===== src/rtl/mc_control_fsm.sv =====
// rtl/mc_control_fsm.sv - multicycle MIPS-subset control FSM driving aluc, datapath selects and strobes
module mc_control_fsm #(
  parameter logic [2:0] RESET_STATE = 3'd0
) (
  input  logic       clock,
  input  logic       reset,
  input  logic [5:0] op,
  input  logic [5:0] func,
  input  logic       z,
  input  logic       mem_ready,
  output logic [2:0] state,
  output logic [3:0] aluc,
  output logic [1:0] alua_sel,
  output logic [1:0] alub_sel,
  output logic       ext_zero,
  output logic       pc_wr,
  output logic [1:0] pc_src,
  output logic       ir_wr,
  output logic       mem_rd,
  output logic       mem_wr,
  output logic       iord,
  output logic       reg_wr,
  output logic       reg_dst,
  output logic       m2reg,
  output logic       illegal
);

  typedef enum logic [2:0] {
    S_IF  = 3'd0,
    S_ID  = 3'd1,
    S_EXE = 3'd2,
    S_MEM = 3'd3,
    S_WB  = 3'd4
  } state_t;

  localparam logic [3:0] ALU_ADD = 4'b0000;
  localparam logic [3:0] ALU_SUB = 4'b1000;
  localparam logic [3:0] ALU_AND = 4'b0111;
  localparam logic [3:0] ALU_OR  = 4'b0110;
  localparam logic [3:0] ALU_XOR = 4'b0100;
  localparam logic [3:0] ALU_LUI = 4'b0010;
  localparam logic [3:0] ALU_SLL = 4'b0001;
  localparam logic [3:0] ALU_SRL = 4'b0101;
  localparam logic [3:0] ALU_SRA = 4'b1101;
  localparam logic [3:0] ALU_HAM = 4'b1111;

  state_t cur, nxt;

  logic       d_legal, d_r, d_shift, d_iar, d_zext, d_lui;
  logic       d_lw, d_sw, d_beq, d_bne, d_j;
  logic [3:0] d_aluc;
  logic       pc_wr_d, ir_wr_d, mem_rd_d, mem_wr_d, reg_wr_d, illegal_d;

  assign state = cur;

  always_comb begin
    d_legal = 1'b0;
    d_r     = 1'b0;
    d_shift = 1'b0;
    d_iar   = 1'b0;
    d_zext  = 1'b0;
    d_lui   = 1'b0;
    d_lw    = 1'b0;
    d_sw    = 1'b0;
    d_beq   = 1'b0;
    d_bne   = 1'b0;
    d_j     = 1'b0;
    d_aluc  = ALU_ADD;
    case (op)
      6'b000000: begin
        d_r     = 1'b1;
        d_legal = 1'b1;
        case (func)
          6'b100000: d_aluc = ALU_ADD;
          6'b100010: d_aluc = ALU_SUB;
          6'b100100: d_aluc = ALU_AND;
          6'b100101: d_aluc = ALU_OR;
          6'b100110: d_aluc = ALU_XOR;
          6'b111000: d_aluc = ALU_HAM;
          6'b000000: begin d_aluc = ALU_SLL; d_shift = 1'b1; end
          6'b000010: begin d_aluc = ALU_SRL; d_shift = 1'b1; end
          6'b000011: begin d_aluc = ALU_SRA; d_shift = 1'b1; end
          default:   d_legal = 1'b0;
        endcase
      end
      6'b001000: begin d_legal = 1'b1; d_iar = 1'b1; d_aluc = ALU_ADD; end
      6'b001100: begin d_legal = 1'b1; d_iar = 1'b1; d_zext = 1'b1; d_aluc = ALU_AND; end
      6'b001101: begin d_legal = 1'b1; d_iar = 1'b1; d_zext = 1'b1; d_aluc = ALU_OR; end
      6'b001110: begin d_legal = 1'b1; d_iar = 1'b1; d_zext = 1'b1; d_aluc = ALU_XOR; end
      6'b001111: begin d_legal = 1'b1; d_lui = 1'b1; d_aluc = ALU_LUI; end
      6'b100011: begin d_legal = 1'b1; d_lw = 1'b1; d_aluc = ALU_ADD; end
      6'b101011: begin d_legal = 1'b1; d_sw = 1'b1; d_aluc = ALU_ADD; end
      6'b000100: begin d_legal = 1'b1; d_beq = 1'b1; d_aluc = ALU_SUB; end
      6'b000101: begin d_legal = 1'b1; d_bne = 1'b1; d_aluc = ALU_SUB; end
      6'b000010: begin d_legal = 1'b1; d_j = 1'b1; end
      default: ;
    endcase
  end

  always_comb begin
    nxt       = S_IF;
    aluc      = ALU_ADD;
    alua_sel  = 2'd0;
    alub_sel  = 2'd0;
    ext_zero  = 1'b0;
    pc_src    = 2'd0;
    iord      = 1'b0;
    reg_dst   = 1'b0;
    m2reg     = 1'b0;
    pc_wr_d   = 1'b0;
    ir_wr_d   = 1'b0;
    mem_rd_d  = 1'b0;
    mem_wr_d  = 1'b0;
    reg_wr_d  = 1'b0;
    illegal_d = 1'b0;
    case (cur)
      S_IF: begin
        mem_rd_d = 1'b1;
        alub_sel = 2'd1;
        if (mem_ready) begin
          ir_wr_d = 1'b1;
          pc_wr_d = 1'b1;
          nxt     = S_ID;
        end else begin
          nxt = S_IF;
        end
      end
      S_ID: begin
        // ALUOut captures PC + (sext(imm) << 2) so a branch in EXE can use it
        alub_sel = 2'd3;
        if (!d_legal) begin
          illegal_d = 1'b1;
        end else if (d_j) begin
          pc_wr_d = 1'b1;
          pc_src  = 2'd2;
        end else begin
          nxt = S_EXE;
        end
      end
      S_EXE: begin
        aluc = d_aluc;
        nxt  = S_WB;
        if (d_r) begin
          alua_sel = d_shift ? 2'd2 : 2'd1;
        end else if (d_iar || d_lw || d_sw) begin
          alua_sel = 2'd1;
          alub_sel = 2'd2;
          ext_zero = d_zext;
          if (d_lw || d_sw) nxt = S_MEM;
        end else if (d_lui) begin
          alub_sel = 2'd2;
          ext_zero = 1'b1;
        end else if (d_beq || d_bne) begin
          alua_sel = 2'd1;
          pc_src   = 2'd1;
          pc_wr_d  = d_beq ? z : ~z;
          nxt      = S_IF;
        end else begin
          nxt = S_IF;
        end
      end
      S_MEM: begin
        iord     = 1'b1;
        mem_rd_d = d_lw;
        mem_wr_d = d_sw;
        if (!mem_ready && (d_lw || d_sw)) nxt = S_MEM;
        else if (d_lw)                     nxt = S_WB;
        else                               nxt = S_IF;
      end
      S_WB: begin
        reg_wr_d = 1'b1;
        reg_dst  = d_r;
        m2reg    = d_lw;
      end
      default: nxt = S_IF;
    endcase
  end

  // Strobes are masked by reset in the same cycle so an aborted access never completes
  assign pc_wr   = pc_wr_d   & ~reset;
  assign ir_wr   = ir_wr_d   & ~reset;
  assign mem_rd  = mem_rd_d  & ~reset;
  assign mem_wr  = mem_wr_d  & ~reset;
  assign reg_wr  = reg_wr_d  & ~reset;
  assign illegal = illegal_d & ~reset;

  always_ff @(posedge clock) begin
    if (reset) cur <= state_t'(RESET_STATE);
    else       cur <= nxt;
  end

endmodule


===== config.mk =====
export PLATFORM = sky130hd
export DESIGN_NAME = mc_control_fsm
export DESIGN_NICKNAME = d
export VERILOG_FILES = /design/src/rtl/mc_control_fsm.sv
export SDC_FILE = /design/constraint.sdc
export NUM_CORES = 1
export LEC_CHECK = 0
export CAP_MARGIN = 0
export CORE_AREA = 2 2 61 51
export CTS_CLUSTER_SIZE = 10
export DETAILED_ROUTE_END_ITERATION = 8
export DIE_AREA = 0 0 63 53
export HOLD_SLACK_MARGIN = 0.15
export PLACE_DENSITY_LB_ADDON = 0.2
export SYNTH_ARGS = -nofsm -noshare
export SYNTH_HDL_FRONTEND = slang
export SYNTH_SLANG_ARGS = --single-unit

===== constraint.sdc =====
create_clock -name clock -period 2.1 [get_ports clock]
set_input_delay 0.21 -clock clock [delete_from_list [all_inputs] [get_ports clock]]
set_output_delay 0.21 -clock clock [all_outputs]
set_load 0.02 [all_outputs]

==> results of run 1 <==
## power by group through the flow
stage | Combinational (mW) | Sequential, mW | Clock (mW)
global route | 0.217 | 0.0596 | 0.109
finish | 0.202 | 0.0595 | 0.102
detailed placement | 0.198 | 0.0603 | 0
global placement | 0.196 | 0.0602 | 0
CTS | 0.194 | 0.0595 | 0.106
floorplan | 0.0888 | 0.0635 | 0
## metal layers
layer,part of all wire,vias up,track usage
met5,0,-,0
met1,0.48,576,0.266
met2,0.46,42,0.324
li1,-,618,-
met3,0.045,6,0.0213
met4,0.016,0,0.0667
## cells by family after synthesis
logic type / synth area share
mux: 0.0143
compound gates: 0.294
flops: 0.0763
xor+xnor: 0.0111
simple gates: 0.525
buf+inv: 0.0795
## layout make-up
class | count | area, um^2
tap | 38 | 47.5
clock buffer | 4 | 26.3
timing repair buffer | 88 | 698
inverter | 1 | 3.75
fill | 299 | 1120
sequential | 3 | 60.1
multi-input combinational | 108 | 741
## stage by stage
| step | setup slack, ps | area, um^2 |
|---|---|---|
| 2_1_floorplan | -107 | 808 |
| 3_3_place_gp | -535 | 1520 |
| 3_5_place_dp | -559 | 1520 |
| 4_1_cts | 0.174 | 1570 |
| 5_1_grt | -18.3 | 1580 |
| 6_report | 74.5 | 1580 |
## cells in the mapped netlist, types with 2 or more instances
library cell               number
sky130_fd_sc_hd__nand2_1       17
sky130_fd_sc_hd__nor2_1        16
sky130_fd_sc_hd__a21oi_1        8
sky130_fd_sc_hd__nand2b_1       7
sky130_fd_sc_hd__clkbuf_1       6
sky130_fd_sc_hd__nor4_1         6
sky130_fd_sc_hd__o21ai_0        6
sky130_fd_sc_hd__buf_2          5
sky130_fd_sc_hd__nor3_1         5
sky130_fd_sc_hd__nand4b_1       4
sky130_fd_sc_hd__o21a_1         4
sky130_fd_sc_hd__a221oi_1       3
sky130_fd_sc_hd__dfxtp_1        3
sky130_fd_sc_hd__nor2b_1        3
sky130_fd_sc_hd__o31ai_1        3
sky130_fd_sc_hd__a21o_1         2
sky130_fd_sc_hd__and3_1         2
sky130_fd_sc_hd__o211ai_1       2
## timing repair
| action | CTS | global route |
|---|---|---|
| setup endpoints to repair | 16 | 16 |
| pin swaps | 6 | 5 |
| resized for setup | 57 | 21 |
| buffers inserted | 5 | 0 |
| endpoints found under the hold margin | 0 | 0 |
## worst max-delay path, delay by kind of cell (launching register included)
| kind | cells | cell delay (ps) |
|---|---|---|
| simple gates | 2 | 650 |
| buf+inv | 3 | 610 |
| flops | 1 | 320 |
## path summary, 6_finish.rpt
check | slack (ps) | to | depth (start not counted) | startpoint
setup / recovery | 70 | ext_zero | 5 | state[1]$_SDFF_PP0_
setup reg to reg | 540 | state[2]$_SDFF_PP0_ | 7 | state[0]$_SDFF_PP0_
hold reg to reg | 600 | state[1]$_SDFF_PP0_ | 2 | state[2]$_SDFF_PP0_
hold / removal | 600 | state[1]$_SDFF_PP0_ | 2 | state[2]$_SDFF_PP0_
==> flow_summary_export.csv, run 1 <==
group,metric,value,unit
timing,max_freq,494,MHz
power_and_ir_drop,worst_ir_drop_vdd,0.102,mV
drt,post-route-drc-count,0,
finish,area.growth.synth_to_final,100,%
timing,worst_pin_slew,326,ps
floorplan,design.die.area,0.00334,mm^2
drt,drt_iter0_drc,50,
finish,postLayoutCoreUtil,0.584,
place,gpl.final_weighted_congestion,0.896,
worst_setup_path,crit_required,1890,ps
power_and_ir_drop,power.density,230,mW/mm^2
clock_network,clock_tree_from_tritoncts,"built",
worst_hold_path,worst_hold_path_type,"flop to flop",
global_route,antenna_found_initial,0,
yosys,synth_sequential_area_ratio,0.0763,
timing,slew_viol_final,0,
yosys,post-synth-top-area-fraction,0.0811,
yosys,mean_post_synth_cell_area,6.35,um^2
yosys,synth_async_sr_flop_share,0,
finish,max_reg_flops,3,
worst_setup_path,critPathMostFrequentCell,"sky130_fd_sc_hd__buf_4",
clock_network,hold_buffers,0,
power_and_ir_drop,p_leak,0.669,nW
drt,route.final.wire_length,3.25,mm
floorplan,core_region_area,0.00270,mm^2
finish,post_route_cells_drive_above_1_share,0.417,
drt,detailedRoute.firstPassIterationCount,4,
place,dp.cells,233,
drt,drt-vias-per-instance,5.13,
drt,ant_nets,0,
finish,layoutNonFillerInstCount,242,
clock_network,h_tree_levels,1,
finish,layout_common_cells,"sky130_fd_sc_hd__buf_4 (50), sky130_fd_sc_hd__nand2_1 (17), sky130_fd_sc_hd__nor2_1 (15)",
yosys,yosys_reg_bits,3,
clock_network,tritoncts_num_sinks,3,
yosys,yosys_synthesis_warning_count,0,
yosys,synth_top_cells_by_area,"sky130_fd_sc_hd__nand2_1 (8.1%), sky130_fd_sc_hd__dfxtp_1 (7.6%), sky130_fd_sc_hd__nor2_1 (7.6%)",
yosys,edff_count_synth,0,
floorplan,floorplan.rows,17,
timing,timing.slew.headroom,0.780,
yosys,netlist-cell-type-count,40,
worst_setup_path,timing.critical_path.fanout_max,3,
finish,layout.nets,221,
worst_setup_path,path_class,"flop to primary output",
floorplan,start_util,0.291,
clock_network,cts.reportedPaths.clkPinSlew,40,ps
drt,wire_per_inst,13.4,um
yosys,synthesized_instance_count,124,
power_and_ir_drop,clockPowerShare,0.280,
power_and_ir_drop,totalPowerFinal,0.363,mW
timing,final_setup_violation_count,0,
timing,report.final.hold_viol_count,0,
worst_setup_path,timing.critical_path.arrival,1820,ps
power_and_ir_drop,total_switching_power,0.132,mW
power_and_ir_drop,internal_power_of_the_cells,0.231,mW
clock_network,clk_latency,230,ps
clock_network,cts_max_path_buffers,2,
worst_setup_path,worstSetupStartpointType,"flop",
yosys,mappedNetlistArea,787,um^2
clock_network,root_buffer,"sky130_fd_sc_hd__clkbuf_4",
drt,routed-via-count,1242,
global_route,number_of_global_route_vias_before_repair,1152,
yosys,yosys.area.top_type,"sky130_fd_sc_hd__nand2_1",
global_route,grt_first_pass_wirelength,5.24,mm
finish,insertedDiodeCount,0,
timing,skew,2.37,ps
global_route,grt_use_total,0.196,
place,detailedPlacementHpwl,2.43,mm
timing,period_minus_slack,2030,ps
worst_setup_path,cp_cell_sequence,"or3b_4 > buf_4 > nor4_4 > buf_4 > clkdlybuf4s15_1",
timing,post-route-period-util,0.965,
run,timing.max_cap.violations,0,
worst_setup_path,critical-path-max-stage-delay,410,ps
timing,final.hold.worst_slack,596,ps
floorplan,die_w,63,um
global_route,grt_start_max_net_pins,12,
power_and_ir_drop,share_comb_of_total_power,0.556,
worst_setup_path,crit_path_top_delay_cell,"sky130_fd_sc_hd__or3b_4",
worst_setup_path,worstSetupEndpointType,"primary output",
power_and_ir_drop,sequentialPowerShare,0.164,
floorplan,top_level_ports,39,
yosys,syn-num-nets,140,
timing,setup_tns,0,ps
finish,final_common_cell,"sky130_fd_sc_hd__buf_4",
timing,rsz0062_at_grt,"yes",
place,buffer_ports.inserted,38,
clock_network,cts_inserted_buffers,3,
run_status,result_of_the_run,"finished clean",
power_and_ir_drop,switching_share,0.364,
global_route,grt_overflow_total,0,
floorplan,fp.dieH,53,um
yosys,dominantRegCellSynth,"sky130_fd_sc_hd__dfxtp_1",
(Power assumes the default switching activity.)
==> inputs of run 2 (changes only) <==
- CORE_AREA: 2 2 61 51 -> 4 4 63 53
- DIE_AREA: 0 0 63 53 -> 0 0 67 57
==> run 2 against run 1 <==
- count of clock-buffer cells in the layout unchanged
- clock power hardly changed
- clock skew rose by 4.4 ps
- largest power group unchanged
==> flow_summary_export.csv, run 2 (synthesized netlist as in run 1, its figures left out) <==
group,metric,value,unit
run_status,result_of_the_run,"finished clean",
place,detailedPlacementHpwl,2.52,mm
worst_setup_path,worstSetupStartpointType,"flop",
place,dp_slack,-572,ps
clock_network,clk_latency,240,ps
timing,rsz0062_at_grt,"yes",
worst_setup_path,timing.critical_path.arrival,1820,ps
drt,drt-vias-per-instance,5.11,
worst_setup_path,reg2reg_depth,5,
global_route,antenna_found_initial,0,
timing,skew,6.73,ps
global_route,number_of_global_route_vias_before_repair,1190,
drt,detailedRoute.firstPassIterationCount,4,
clock_network,cts_inserted_buffers,3,
worst_hold_path,worst_hold_path_type,"flop to flop",
place,buffer_ports.inserted,38,
timing,max_freq,493,MHz
power_and_ir_drop,p_leak,0.685,nW
worst_setup_path,timing.critical_path.fanout_max,5,
clock_network,cts_max_path_buffers,2,
power_and_ir_drop,clockPowerShare,0.285,
drt,drt_iter0_drc,47,
timing,slew_viol_final,0,
clock_network,tritoncts_num_sinks,3,
timing,report.final.hold_viol_count,0,
power_and_ir_drop,total_switching_power,0.138,mW
timing,final_setup_violation_count,0,
clock_network,clock_tree_from_tritoncts,"built",
timing,worst_pin_slew,350,ps
finish,max_reg_flops,3,
finish,final_common_cell,"sky130_fd_sc_hd__buf_4",
floorplan,core_region_area,0.00270,mm^2
clock_network,h_tree_levels,1,
floorplan,floorplan.rows,17,
clock_network,cts.reportedPaths.clkPinSlew,40,ps
worst_hold_path,min_path_cells,2,
timing,post-route-period-util,0.965,
drt,ant_nets,0,
power_and_ir_drop,worst_ir_drop_vdd,0.0972,mV
floorplan,design.die.area,0.00382,mm^2
power_and_ir_drop,sequentialPowerShare,0.161,
finish,insertedDiodeCount,0,
drt,routed-via-count,1212,
power_and_ir_drop,power.density,230,mW/mm^2
drt,route.final.wire_length,3.20,mm
finish,layout_common_cells,"sky130_fd_sc_hd__buf_4 (47), sky130_fd_sc_hd__nand2_1 (17), sky130_fd_sc_hd__nor2_1 (15)",
power_and_ir_drop,totalPowerFinal,0.370,mW
finish,post_route_cells_drive_above_1_share,0.447,
floorplan,die_w,67,um
global_route,grt_start_max_net_pins,12,
worst_setup_path,crit_required,1890,ps
timing,worst_slack,73.1,ps
drt,wire_per_inst,13.5,um
power_and_ir_drop,share_comb_of_total_power,0.555,
global_route,grt_use_total,0.180,
place,gpl.final_weighted_congestion,0.838,
floorplan,fp.dieH,57,um
global_route,grt_first_pass_wirelength,5.42,mm
drt,post-route-drc-count,0,
power_and_ir_drop,switching_share,0.374,
finish,postLayoutCoreUtil,0.597,
timing,setup_tns,0,ps
worst_setup_path,worstSetupEndpointType,"primary output",
run,timing.max_cap.violations,0,
floorplan,top_level_ports,39,
timing,period_minus_slack,2030,ps
worst_setup_path,path_class,"flop to primary output",
finish,layout.nets,216,
timing,timing.slew.headroom,0.766,
clock_network,root_buffer,"sky130_fd_sc_hd__clkbuf_4",
global_route,grt_overflow_total,0,
power_and_ir_drop,internal_power_of_the_cells,0.232,mW
floorplan,start_util,0.291,
clock_network,hold_buffers,0,
finish,area.growth.synth_to_final,105,%
## run 2: cell count changes in the layout (fill, tap and decap cells not counted), moves of 2 or more
cell                              change
sky130_fd_sc_hd__buf_4                -3
sky130_fd_sc_hd__buf_6                +2
sky130_fd_sc_hd__clkbuf_2             -3
sky130_fd_sc_hd__clkdlybuf4s50_1      -2
## run 2: power by group through the flow
stage	combinational [mW]	sequential [mW]	clock [mW]
2_1_floorplan	0.0888	0.0635	0
3_3_place_gp	0.193	0.0601	0
3_5_place_dp	0.194	0.0605	0
4_1_cts	0.199	0.0596	0.109
5_1_grt	0.222	0.0596	0.117
6_report	0.205	0.0596	0.105
## run 2: metal layers
layer	track usage	wire (um)
met1	0.235	1460
met2	0.287	1520
met3	0.0394	192
met4	0.0665	35
met5	0	0
## run 2: timing repair
| item | in CTS | in global routing |
|---|---|---|
| buffers inserted | 4 | 0 |
| resized for setup | 88 | 11 |
| endpoints found under the setup margin | 16 | 10 |
| pin swaps | 7 | 2 |
## run 2: worst max-delay path, stage by stage, from the launching register on
cell	delay (ps)
sky130_fd_sc_hd__dfxtp_1	330
sky130_fd_sc_hd__or3b_4	450
sky130_fd_sc_hd__or2_4	270
sky130_fd_sc_hd__nor4_4	150
sky130_fd_sc_hd__nand2_1	70
sky130_fd_sc_hd__a21oi_1	140
sky130_fd_sc_hd__buf_4	160
## run 2: layout make-up
type / count / area (um^2)
clock buffer: 4 / 26.3
inverter: 1 / 3.75
sequential: 3 / 60.1
fill: 259 / 1090
tap: 38 / 47.5
multi-input combinational: 108 / 796
timing repair buffer: 83 / 678
## run 2: worst paths after layout
check | startpoint | end | slack (ps)
worst max-delay path | state[1]$_SDFF_PP0_ | pc_wr | 70
worst min-delay path | state[2]$_SDFF_PP0_ | state[2]$_SDFF_PP0_ | 600
worst min register to register | state[2]$_SDFF_PP0_ | state[2]$_SDFF_PP0_ | 600
worst max register to register | state[2]$_SDFF_PP0_ | state[1]$_SDFF_PP0_ | 640
## run 2: stage by stage
step	area (um^2)	hold slack, ps	std cells
2_1_floorplan	808	286	124
3_3_place_gp	1490	585	229
3_5_place_dp	1490	584	229
4_1_cts	1580	597	237
5_1_grt	1610	637	237
6_report	1610	595	237
